File: config.mk
export PLATFORM = sky130hd
export DESIGN_NAME = risc_mgmt_ext_exec_ctrl_flat
export DESIGN_NICKNAME = d
export VERILOG_FILES = /design/src/rtl/risc_mgmt_ext_exec_ctrl_if.sv /design/src/rtl/risc_mgmt_ext_exec_ctrl.sv /design/src/flat_wrapper.sv
export SDC_FILE = /design/constraint.sdc
export NUM_CORES = 1
export LEC_CHECK = 0
export ABC_AREA = 1
export CAP_MARGIN = 20
export CELL_PAD_IN_SITES_DETAIL_PLACEMENT = 0
export CELL_PAD_IN_SITES_GLOBAL_PLACEMENT = 2
export CORE_ASPECT_RATIO = 1.25
export CORE_MARGIN = 4
export CORE_UTILIZATION = 18
export CTS_CLUSTER_SIZE = 16
export DETAILED_ROUTE_END_ITERATION = 16
export PLACE_DENSITY = 0.8
export SYNTH_ARGS = -nofsm -noshare
export SYNTH_HDL_FRONTEND = slang
export SYNTH_SLANG_ARGS = --single-unit
File: constraint.sdc
create_clock -name CLK -period 2.3 [get_ports CLK]
set_input_delay 0.46 -clock CLK [delete_from_list [all_inputs] [get_ports CLK]]
set_output_delay 0.46 -clock CLK [all_outputs]
set_load 0.03 [all_outputs]
File: src/rtl/risc_mgmt_ext_exec_ctrl_if.sv
// Bundle of pipeline-side and extension-side signals for the extension
// execute controller. The controller connects via the slave modport; the
// pipeline plus the extensions (or a bench standing in for them) connect via master.
interface risc_mgmt_ext_exec_ctrl_if #(
  parameter int N_EXT  = 4,
  parameter int WORD_W = 32,
  parameter int SEL_W  = (N_EXT > 1) ? $clog2(N_EXT) : 1
);
  // pipeline request
  logic                    start;
  logic [SEL_W-1:0]        ext_sel;
  logic [WORD_W-1:0]       rdata_s_0;
  logic [WORD_W-1:0]       rdata_s_1;
  logic [WORD_W-1:0]       pc;
  logic                    flush;
  // extension issue side
  logic [N_EXT-1:0]        ext_start;
  logic [N_EXT-1:0]        ext_abort;
  logic [WORD_W-1:0]       ext_rdata_s_0;
  logic [WORD_W-1:0]       ext_rdata_s_1;
  logic [WORD_W-1:0]       ext_pc;
  // extension status/results
  logic [N_EXT-1:0]        ext_busy;
  logic [N_EXT-1:0]        ext_exception;
  logic [N_EXT-1:0]        ext_reg_w;
  logic [N_EXT-1:0]        ext_branch_jump;
  logic [N_EXT*WORD_W-1:0] ext_reg_wdata;
  logic [N_EXT*WORD_W-1:0] ext_br_j_addr;
  // pipeline results
  logic                    stall;
  logic                    done;
  logic                    reg_w;
  logic                    branch_jump;
  logic                    exception;
  logic                    timeout;
  logic [WORD_W-1:0]       reg_wdata;
  logic [WORD_W-1:0]       br_j_addr;

  modport master (
    output start, ext_sel, rdata_s_0, rdata_s_1, pc, flush,
    output ext_busy, ext_exception, ext_reg_w, ext_branch_jump, ext_reg_wdata, ext_br_j_addr,
    input  ext_start, ext_abort, ext_rdata_s_0, ext_rdata_s_1, ext_pc,
    input  stall, done, reg_w, branch_jump, exception, timeout, reg_wdata, br_j_addr
  );

  modport slave (
    input  start, ext_sel, rdata_s_0, rdata_s_1, pc, flush,
    input  ext_busy, ext_exception, ext_reg_w, ext_branch_jump, ext_reg_wdata, ext_br_j_addr,
    output ext_start, ext_abort, ext_rdata_s_0, ext_rdata_s_1, ext_pc,
    output stall, done, reg_w, branch_jump, exception, timeout, reg_wdata, br_j_addr
  );
endinterface

File: src/rtl/risc_mgmt_ext_exec_ctrl.sv
// Execute-stage sequencer issuing custom instructions to one of N_EXT
// extensions, waiting out busy with a watchdog, and returning the result.
// Optional performance counters are enabled by defining RISC_MGMT_EXEC_PERF_EN.
module risc_mgmt_ext_exec_ctrl #(
  parameter int N_EXT          = 4,
  parameter int WORD_W         = 32,
  parameter int SEL_W          = (N_EXT > 1) ? $clog2(N_EXT) : 1,
  parameter int TIMEOUT_CYCLES = 256
) (
  input  logic                     CLK,
  input  logic                     RST,
  risc_mgmt_ext_exec_ctrl_if.slave bus
`ifdef RISC_MGMT_EXEC_PERF_EN
  ,
  output logic [31:0]              perf_ops,
  output logic [31:0]              perf_busy_cycles
`endif
);

  localparam int CNT_W = (TIMEOUT_CYCLES > 2) ? $clog2(TIMEOUT_CYCLES) : 1;
  localparam logic [CNT_W-1:0] CNT_LAST = CNT_W'(TIMEOUT_CYCLES - 1);
  localparam logic [SEL_W:0]   N_EXT_W  = (SEL_W + 1)'(N_EXT);

  typedef enum logic [1:0] {
    ST_IDLE  = 2'd0,
    ST_ISSUE = 2'd1,
    ST_WAIT  = 2'd2,
    ST_DONE  = 2'd3
  } state_t;

  state_t             state_r, state_s;
  logic [SEL_W-1:0]   sel_r;
  logic [CNT_W-1:0]   cnt_r;
  logic [N_EXT-1:0]   ext_start_r;
  logic [N_EXT-1:0]   abort_s;
  logic               stall_s;
  logic [WORD_W-1:0]  op0_r, op1_r, pc_r;
  logic               reg_w_r, branch_jump_r, exception_r, timeout_r;
  logic [WORD_W-1:0]  reg_wdata_r, br_j_addr_r;

  logic               sel_ok_s;
  logic               busy_sel_s;
  logic               tmo_s;
  logic [N_EXT-1:0]   sel_onehot_s;

  assign sel_ok_s     = ({1'b0, bus.ext_sel} < N_EXT_W);
  assign busy_sel_s   = bus.ext_busy[sel_r];
  assign tmo_s        = busy_sel_s && (cnt_r == CNT_LAST);
  assign sel_onehot_s = N_EXT'(1) << sel_r;

  assign bus.ext_start     = ext_start_r;
  assign bus.ext_abort     = abort_s;
  assign bus.stall         = stall_s;
  assign bus.done          = (state_r == ST_DONE);
  assign bus.ext_rdata_s_0 = op0_r;
  assign bus.ext_rdata_s_1 = op1_r;
  assign bus.ext_pc        = pc_r;
  assign bus.reg_w         = reg_w_r;
  assign bus.branch_jump   = branch_jump_r;
  assign bus.exception     = exception_r;
  assign bus.timeout       = timeout_r;
  assign bus.reg_wdata     = reg_wdata_r;
  assign bus.br_j_addr     = br_j_addr_r;

  // Next-state, stall and abort decode; flush overrides every other transition.
  always_comb begin
    state_s = state_r;
    abort_s = '0;
    stall_s = 1'b0;
    case (state_r)
      ST_IDLE: begin
        stall_s = bus.start;
        if (bus.flush) begin
          state_s = ST_IDLE;
        end else if (bus.start) begin
          state_s = sel_ok_s ? ST_ISSUE : ST_DONE;
        end else begin
          state_s = ST_IDLE;
        end
      end
      ST_ISSUE: begin
        stall_s = 1'b1;
        if (bus.flush) begin
          abort_s = sel_onehot_s;
          state_s = ST_IDLE;
        end else begin
          state_s = ST_WAIT;
        end
      end
      ST_WAIT: begin
        stall_s = 1'b1;
        if (bus.flush) begin
          abort_s = sel_onehot_s;
          state_s = ST_IDLE;
        end else if (!busy_sel_s) begin
          state_s = ST_DONE;
        end else if (tmo_s) begin
          abort_s = sel_onehot_s;
          state_s = ST_DONE;
        end else begin
          state_s = ST_WAIT;
        end
      end
      ST_DONE: begin
        state_s = ST_IDLE;
      end
      default: begin
        state_s = ST_IDLE;
      end
    endcase
  end

  // State, operand latch, watchdog counter and result capture.
  always_ff @(posedge CLK) begin
    if (RST) begin
      state_r       <= ST_IDLE;
      sel_r         <= '0;
      cnt_r         <= '0;
      ext_start_r   <= '0;
      op0_r         <= '0;
      op1_r         <= '0;
      pc_r          <= '0;
      reg_w_r       <= 1'b0;
      branch_jump_r <= 1'b0;
      exception_r   <= 1'b0;
      timeout_r     <= 1'b0;
      reg_wdata_r   <= '0;
      br_j_addr_r   <= '0;
    end else begin
      state_r     <= state_s;
      ext_start_r <= '0;
      case (state_r)
        ST_IDLE: begin
          if (!bus.flush && bus.start) begin
            if (sel_ok_s) begin
              sel_r       <= bus.ext_sel;
              op0_r       <= bus.rdata_s_0;
              op1_r       <= bus.rdata_s_1;
              pc_r        <= bus.pc;
              cnt_r       <= '0;
              ext_start_r <= N_EXT'(1) << bus.ext_sel;
            end else begin
              // No such extension: report an exception without issuing.
              reg_w_r       <= 1'b0;
              branch_jump_r <= 1'b0;
              exception_r   <= 1'b1;
              timeout_r     <= 1'b0;
              reg_wdata_r   <= '0;
              br_j_addr_r   <= '0;
            end
          end
        end
        ST_ISSUE: begin
          cnt_r <= '0;
        end
        ST_WAIT: begin
          if (!bus.flush) begin
            if (!busy_sel_s) begin
              // An excepting extension must not write back or redirect.
              reg_w_r       <= bus.ext_reg_w[sel_r] & ~bus.ext_exception[sel_r];
              branch_jump_r <= bus.ext_branch_jump[sel_r] & ~bus.ext_exception[sel_r];
              exception_r   <= bus.ext_exception[sel_r];
              timeout_r     <= 1'b0;
              reg_wdata_r   <= bus.ext_reg_wdata[int'(sel_r)*WORD_W +: WORD_W];
              br_j_addr_r   <= bus.ext_br_j_addr[int'(sel_r)*WORD_W +: WORD_W];
            end else if (tmo_s) begin
              reg_w_r       <= 1'b0;
              branch_jump_r <= 1'b0;
              exception_r   <= 1'b1;
              timeout_r     <= 1'b1;
              reg_wdata_r   <= '0;
              br_j_addr_r   <= '0;
            end else begin
              cnt_r <= cnt_r + CNT_W'(1);
            end
          end
        end
        default: begin
        end
      endcase
    end
  end

`ifdef RISC_MGMT_EXEC_PERF_EN
  function automatic logic [31:0] sat_inc(input logic [31:0] v);
    if (v == 32'hFFFF_FFFF) begin
      return v;
    end else begin
      return v + 32'd1;
    end
  endfunction

  // Saturating completion and busy-wait counters.
  always_ff @(posedge CLK) begin
    if (RST) begin
      perf_ops         <= 32'd0;
      perf_busy_cycles <= 32'd0;
    end else begin
      if (state_r == ST_DONE) begin
        perf_ops <= sat_inc(perf_ops);
      end
      if ((state_r == ST_WAIT) && busy_sel_s) begin
        perf_busy_cycles <= sat_inc(perf_busy_cycles);
      end
    end
  end
`endif

endmodule

File: src/flat_wrapper.sv
// flat-port wrapper written by rule: the top's interface ports become plain ports
module risc_mgmt_ext_exec_ctrl_flat 
#(
  parameter int N_EXT          = 4,
  parameter int WORD_W         = 32,
  parameter int SEL_W          = (N_EXT > 1) ? $clog2(N_EXT) : 1,
  parameter int TIMEOUT_CYCLES = 256
)
  (CLK, RST, bus_start, bus_ext_sel, bus_rdata_s_0, bus_rdata_s_1, bus_pc, bus_flush, bus_ext_busy, bus_ext_exception, bus_ext_reg_w, bus_ext_branch_jump, bus_ext_reg_wdata, bus_ext_br_j_addr, bus_ext_start, bus_ext_abort, bus_ext_rdata_s_0, bus_ext_rdata_s_1, bus_ext_pc, bus_stall, bus_done, bus_reg_w, bus_branch_jump, bus_exception, bus_timeout, bus_reg_wdata, bus_br_j_addr);
  risc_mgmt_ext_exec_ctrl_if #(.N_EXT(N_EXT), .WORD_W(WORD_W), .SEL_W(SEL_W)) bus_i ();
  input  logic CLK;
  input  logic RST;
  input wire logic [$bits(bus_i.start)-1:0] bus_start;
  input wire logic [$bits(bus_i.ext_sel)-1:0] bus_ext_sel;
  input wire logic [$bits(bus_i.rdata_s_0)-1:0] bus_rdata_s_0;
  input wire logic [$bits(bus_i.rdata_s_1)-1:0] bus_rdata_s_1;
  input wire logic [$bits(bus_i.pc)-1:0] bus_pc;
  input wire logic [$bits(bus_i.flush)-1:0] bus_flush;
  input wire logic [$bits(bus_i.ext_busy)-1:0] bus_ext_busy;
  input wire logic [$bits(bus_i.ext_exception)-1:0] bus_ext_exception;
  input wire logic [$bits(bus_i.ext_reg_w)-1:0] bus_ext_reg_w;
  input wire logic [$bits(bus_i.ext_branch_jump)-1:0] bus_ext_branch_jump;
  input wire logic [$bits(bus_i.ext_reg_wdata)-1:0] bus_ext_reg_wdata;
  input wire logic [$bits(bus_i.ext_br_j_addr)-1:0] bus_ext_br_j_addr;
  output wire logic [$bits(bus_i.ext_start)-1:0] bus_ext_start;
  output wire logic [$bits(bus_i.ext_abort)-1:0] bus_ext_abort;
  output wire logic [$bits(bus_i.ext_rdata_s_0)-1:0] bus_ext_rdata_s_0;
  output wire logic [$bits(bus_i.ext_rdata_s_1)-1:0] bus_ext_rdata_s_1;
  output wire logic [$bits(bus_i.ext_pc)-1:0] bus_ext_pc;
  output wire logic [$bits(bus_i.stall)-1:0] bus_stall;
  output wire logic [$bits(bus_i.done)-1:0] bus_done;
  output wire logic [$bits(bus_i.reg_w)-1:0] bus_reg_w;
  output wire logic [$bits(bus_i.branch_jump)-1:0] bus_branch_jump;
  output wire logic [$bits(bus_i.exception)-1:0] bus_exception;
  output wire logic [$bits(bus_i.timeout)-1:0] bus_timeout;
  output wire logic [$bits(bus_i.reg_wdata)-1:0] bus_reg_wdata;
  output wire logic [$bits(bus_i.br_j_addr)-1:0] bus_br_j_addr;
  assign bus_i.start = bus_start;
  assign bus_i.ext_sel = bus_ext_sel;
  assign bus_i.rdata_s_0 = bus_rdata_s_0;
  assign bus_i.rdata_s_1 = bus_rdata_s_1;
  assign bus_i.pc = bus_pc;
  assign bus_i.flush = bus_flush;
  assign bus_i.ext_busy = bus_ext_busy;
  assign bus_i.ext_exception = bus_ext_exception;
  assign bus_i.ext_reg_w = bus_ext_reg_w;
  assign bus_i.ext_branch_jump = bus_ext_branch_jump;
  assign bus_i.ext_reg_wdata = bus_ext_reg_wdata;
  assign bus_i.ext_br_j_addr = bus_ext_br_j_addr;
  assign bus_ext_start = bus_i.ext_start;
  assign bus_ext_abort = bus_i.ext_abort;
  assign bus_ext_rdata_s_0 = bus_i.ext_rdata_s_0;
  assign bus_ext_rdata_s_1 = bus_i.ext_rdata_s_1;
  assign bus_ext_pc = bus_i.ext_pc;
  assign bus_stall = bus_i.stall;
  assign bus_done = bus_i.done;
  assign bus_reg_w = bus_i.reg_w;
  assign bus_branch_jump = bus_i.branch_jump;
  assign bus_exception = bus_i.exception;
  assign bus_timeout = bus_i.timeout;
  assign bus_reg_wdata = bus_i.reg_wdata;
  assign bus_br_j_addr = bus_i.br_j_addr;
  risc_mgmt_ext_exec_ctrl #(.N_EXT(N_EXT), .WORD_W(WORD_W), .SEL_W(SEL_W), .TIMEOUT_CYCLES(TIMEOUT_CYCLES)) u_core (.CLK(CLK), .RST(RST), .bus(bus_i));
endmodule
# --- After elaboration in Yosys (flattened, before gate mapping) ---
# Index checks and enable logic that the tools add are counted.
word_totals:
  ff_bits: 180
  in_bits: 374
  output_inout_bits: 174
classes:
  eq_ne: 9
  add_sub_neg: 1
  reduce_logical: 10
  shifts: 4
  bitwise_logic: 6
  order_cmp: 1
  muxes: 35
ops:
  columns: ["op", "count"]
  rows:
  - ["$shiftx A128 B8 Y32", 2]
  - ["$mux W32", 3]
  - ["$mux W8", 4]
  - ["$pmux W8 S3", 1]
  - ["$mux W4", 4]
  - ["$mux W1", 13]
  - ["$add A8 B1 Y8 const B", 1]
  - ["$bmux W1 S2", 4]
  - ["$eq A8 B8 Y1 const B", 1]
  - ["$pmux W2 S4", 1]
  - ["$pmux W4 S2", 1]
  - ["$shl A1 B2 Y4 const A", 2]
  - ["$mux W2", 3]
  - ["$ne A2 B2 Y1 const B", 3]
  - ["$reduce_and A5 Y1", 1]
  - ["$eq A2 B2 Y1 const B", 2]
  - ["$ne A2 B1 Y1 const B", 2]
  - ["$not A1 Y1", 4]
  - ["$lt A2 B3 Y1 const B", 1]
  - ["$reduce_and A3 Y1", 1]
  - ["$reduce_bool A3 Y1", 1]
  - ["$reduce_or A3 Y1", 1]
  - ["$and A1 B1 Y1", 2]
  - ["$eq A2 B1 Y1 const B", 1]
  - ["6 further kinds", 7]

# --- Longest topological paths before layout ---
depth:
  ltp_word: 7
  mapped_depth: 12
  depth_no_buf: 10

# --- Least setup slack after synthesis ---
# No wires, ideal clock.
synth_path:
  kind: "reg-to-output"
  from: "reg u_core.cnt_r[0]"
  to: "out bus_ext_abort[0]"
  setup_slack_ns: 0.096
  t_arrival_ns: 1.744
  required_ns: 1.840
  path_stages_with_launch: 9
  path_cell_list: "dfxtp_1 > ha_1 > nand2_1 > nor2_1 > nand4_1 > buf_2 > nor2_1 > o21ai_1 > nor2_1"
synth_between:
  elab_chain_cells: 6
synth_lines:
  columns: ["item", "line_no", "source"]
  rows:
  - ["start: declaration", "risc_mgmt_ext_exec_ctrl.sv:33", "logic [CNT_W-1:0] cnt_r;"]
  - ["start signal: assignment", "risc_mgmt_ext_exec_ctrl.sv:174", "cnt_r <= cnt_r + CNT_W'(1);"]
  - ["$eq A8 B8 Y1", "risc_mgmt_ext_exec_ctrl.sv:48", "assign tmo_s = busy_sel_s && (cnt_r == CNT_LAST);"]
  - ["$logic_and A1 B1 Y1", "risc_mgmt_ext_exec_ctrl.sv:48", null]
  - ["$mux W4", "risc_mgmt_ext_exec_ctrl.sv:97", "end else if (tmo_s) begin"]
  - ["$mux W4", "risc_mgmt_ext_exec_ctrl.sv:95", "end else if (!busy_sel_s) begin"]
  - ["$mux W4", "risc_mgmt_ext_exec_ctrl.sv:92", "if (bus.flush) begin"]
  - ["$pmux W4 S2", "risc_mgmt_ext_exec_ctrl.sv:70", "case (state_r)"]
  - ["end: declaration", "flat_wrapper.sv:26", "output wire logic [$bits(bus_i.ext_abort)-1:0] bus_ext_abort;"]
# Every way passes these cells.

# --- Worst setup path after layout ---
layout_path:
  from: "reg u_core.cnt_r[1]"
  to: "out bus_ext_abort[3]"
# The elaborated chain is that of the path after synthesis.

==> qor.yml <==
status:
  status: "finished clean"
floorplanning:
  rows: 92
  die_area_um2: 54900
  die_h_um: 261
  pin_count: 548
  initial_core_util: 0.182
  core_um2: 50500
  die_x_um: 210
logic_synthesis:
  synth-adder-area-share: 0.00814
  ys_warn_count: 0
  synth_top_family_by_area: "simple AND/OR/NAND/NOR gates"
  synth_seq_area_share: 0.391
  synth-simple-area-share: 0.429
  synthMuxAreaShare: 0
  synth_fp_nets: 1801
  synth.avg_cell_area_um2: 6.49
  synth_compound_area_frac: 0.0968
  synthDistinctLibCells: 29
  synth_seq_cells: 180
  syn-instance-count: 1421
  syn_area_um2: 9220
  synth_xor_area_frac: 0
final_layout:
  drive_gt1_frac: 0.0653
  nets: 2297
  syn_to_final_growth_pct: 77.9
  seqCellArea_um2: 3620
  multi_input_area_um2: 5020
  fillers: 5516
  instances_no_fill: 2592
sta:
  period_minus_slack_ns: 2.29
  holdWs_ns: 0.460
  fmax_mhz: 436
  hold_viol: 0
  worst_slew_pin_slew_ns: 0.553
  finalSetupViolations: 0
  finalSetupTns_ns: 0
  report.final.slew_viol_count: 0
  fin_skew_ns: 0.00798
  finalCritPeriodShare: 0.997
  relSlewSlack: 0.631
  rsz0062_at_grt: "true"
worst_setup_path:
  path_max_fanout: 4
  cp.required_ns: 1.84
  path_class: "flip-flop to output port"
  crit_arrival_ns: 1.83
  crit_path_start_kind: "flip-flop"
  cp-end-kind: "output port"
global_route:
  overflow: 0
  grt_max_degree: 90
  track_usage: 0.167
  first_global_vias: 11700
  antenna_found_initial: 9
  grt_pass1_wl_mm: 71.7
detailed_routing:
  drt_wl_total_mm: 48.1
  detail_route.wl_per_cell_um: 18.6
  drc: 0
  drtIter0Drc: 646
  num_vias: 11600
  drt_first_pass_iters: 5
  ant_nets: 0
  vias_per_cell: 4.47
clocking:
  cts_buffers: 17
  cts.clk_slew.worst_paths_ns: 0.07
  clock_sinks: 180
  cts-root-buf: "clkbuf_16"
  postCtsHoldBufs: 0
  clock_path_buffers: 2
  cts_tree: "done"
  clk_latency_ns: 0.45
  htreeDepth: 4
power:
  leakage_nw: 6.37
  power.total_w: 0.00904
  vdd_drop_max_mv: 0.516
  power_density_nw_per_um2: 551
place:
  dp_cells: 2547
  io_buffers: 547
  place.gp.congestion: 0.855
  dpl.hpwl_mm: 35.4
job:
  max_cap_viol_count: 0
worst_hold_path:
  hp-class: "flip-flop to flip-flop"
-- state kept, by name (all words and copies together), names as in the netlist --
signal	count
u_core.bus.branch_jump	1
u_core.bus.reg_w	1
u_core.sel_r	2
u_core.bus.timeout	1
u_core.bus.ext_rdata_s_0	32
u_core.bus.reg_wdata	32
u_core.bus.br_j_addr	32
u_core.cnt_r	8
u_core.bus.exception	1
u_core.bus.ext_start	4
u_core.bus.ext_pc	32
u_core.state_r	2
u_core.bus.ext_rdata_s_1	32
-- layout by cell type, fill, tap and decap left out, drive strengths merged --
master / n
nor4: 1
o31ai: 1
inv: 33
clkinv: 2
nor3: 1
dlygate4sd2: 1
nand3: 277
diode: 4
ha: 6
and3: 1
bufinv: 4
a21oi: 77
nor2: 287
dfxtp: 180
nand3b: 2
nand4: 73
clkdlybuf4s50: 541
clkbuf: 21
buf: 64
o21ai: 99
nand2: 259
-- layout make-up --
type | count | share of cell area
repair buffers | 606 | 0.375
clock inverters | 11 | 0.0114
multi-input cells | 1084 | 0.306
flip-flops and latches | 180 | 0.221
diodes | 4 | 0.000610
well taps | 658 | 0.0502
clock buffers | 21 | 0.0293
inverters | 28 | 0.00717
-- metal layers --
| layer | vias to the layer above | GRT usage | share of wire |
|---|---|---|---|
| li1 | 5749 | - | - |
| met1 | 5330 | 0.201 | 0.42 |
| met2 | 436 | 0.271 | 0.45 |
| met3 | 60 | 0.0699 | 0.098 |
| met4 | 8 | 0.0567 | 0.027 |
| met5 | - | 0 | 0.0013 |
-- metrics by stage --
| stage | setup slack, ns | instance area [µm²] | util |
|---|---|---|---|
| after floorplan | 0.0958 | 9220 | - |
| after global placement | -0.173 | 15600 | 0.308 |
| after detailed placement | -0.163 | 15600 | 0.308 |
| after CTS | -0.0631 | 16300 | 0.323 |
| after global routing | -0.150 | 16400 | 0.325 |
| final | 0.00792 | 16400 | 0.325 |
-- where the power goes --
part           switching [W]  internal, W  leakage [nW]
combinational        0.00119      0.00113          4.57
clock                0.00143      0.00197         0.329
sequential         0.0000793      0.00325          1.47
total                0.00269      0.00635          6.37
-- cell families after synthesis --
kind of cell	after synthesis
fa+ha+maj	6
flops	180
buf+inv	157
compound gates	177
simple gates	901
-- critical path: stages (launching register included) --
cell	delay, ns
dfxtp_4	0.36
ha_4	0.15
nand2_4	0.06
nor2_4	0.12
nand4_1	0.13
nor2_2	0.19
o21ai_4	0.09
nor2_1	0.11
buf_4	0.17
-- Yosys cell counts, drive strengths merged --
cell    instances  share of area
clkinv          1        0.00041
ha              6         0.0081
nor4            1        0.00068
nor2          287           0.12
o21ai          99          0.054
nand4          73          0.050
a21oi          77          0.042
buf            63          0.037
nand3         277           0.15
nand3b          2         0.0016
and3            1        0.00068
o31ai           1        0.00081
inv            27          0.011
nand2         259           0.11
clkbuf         66          0.027
nor3            1        0.00054
dfxtp         180           0.39
-- path summary, 6_finish.rpt --
check | startpoint | endpoint | slack, ns | depth (start not counted)
worst max-delay path | u_core.cnt_r[1] | bus_ext_abort[3] | 0.008 | 8
worst min-delay path | u_core.bus.timeout | u_core.bus.timeout | 0.46 | 2
worst max register to register | u_core.sel_r[0] | u_core.cnt_r[0] | 0.22 | 10
worst min register to register | u_core.bus.timeout | u_core.bus.timeout | 0.46 | 2
-- what timing repair did --
action                                  4_1_cts  5_1_grt
gates resized for setup                      19        6
buffers inserted                              6        3
pin swaps                                     7        5
endpoints found under the setup margin        5        5
(Power assumes the default switching activity.)
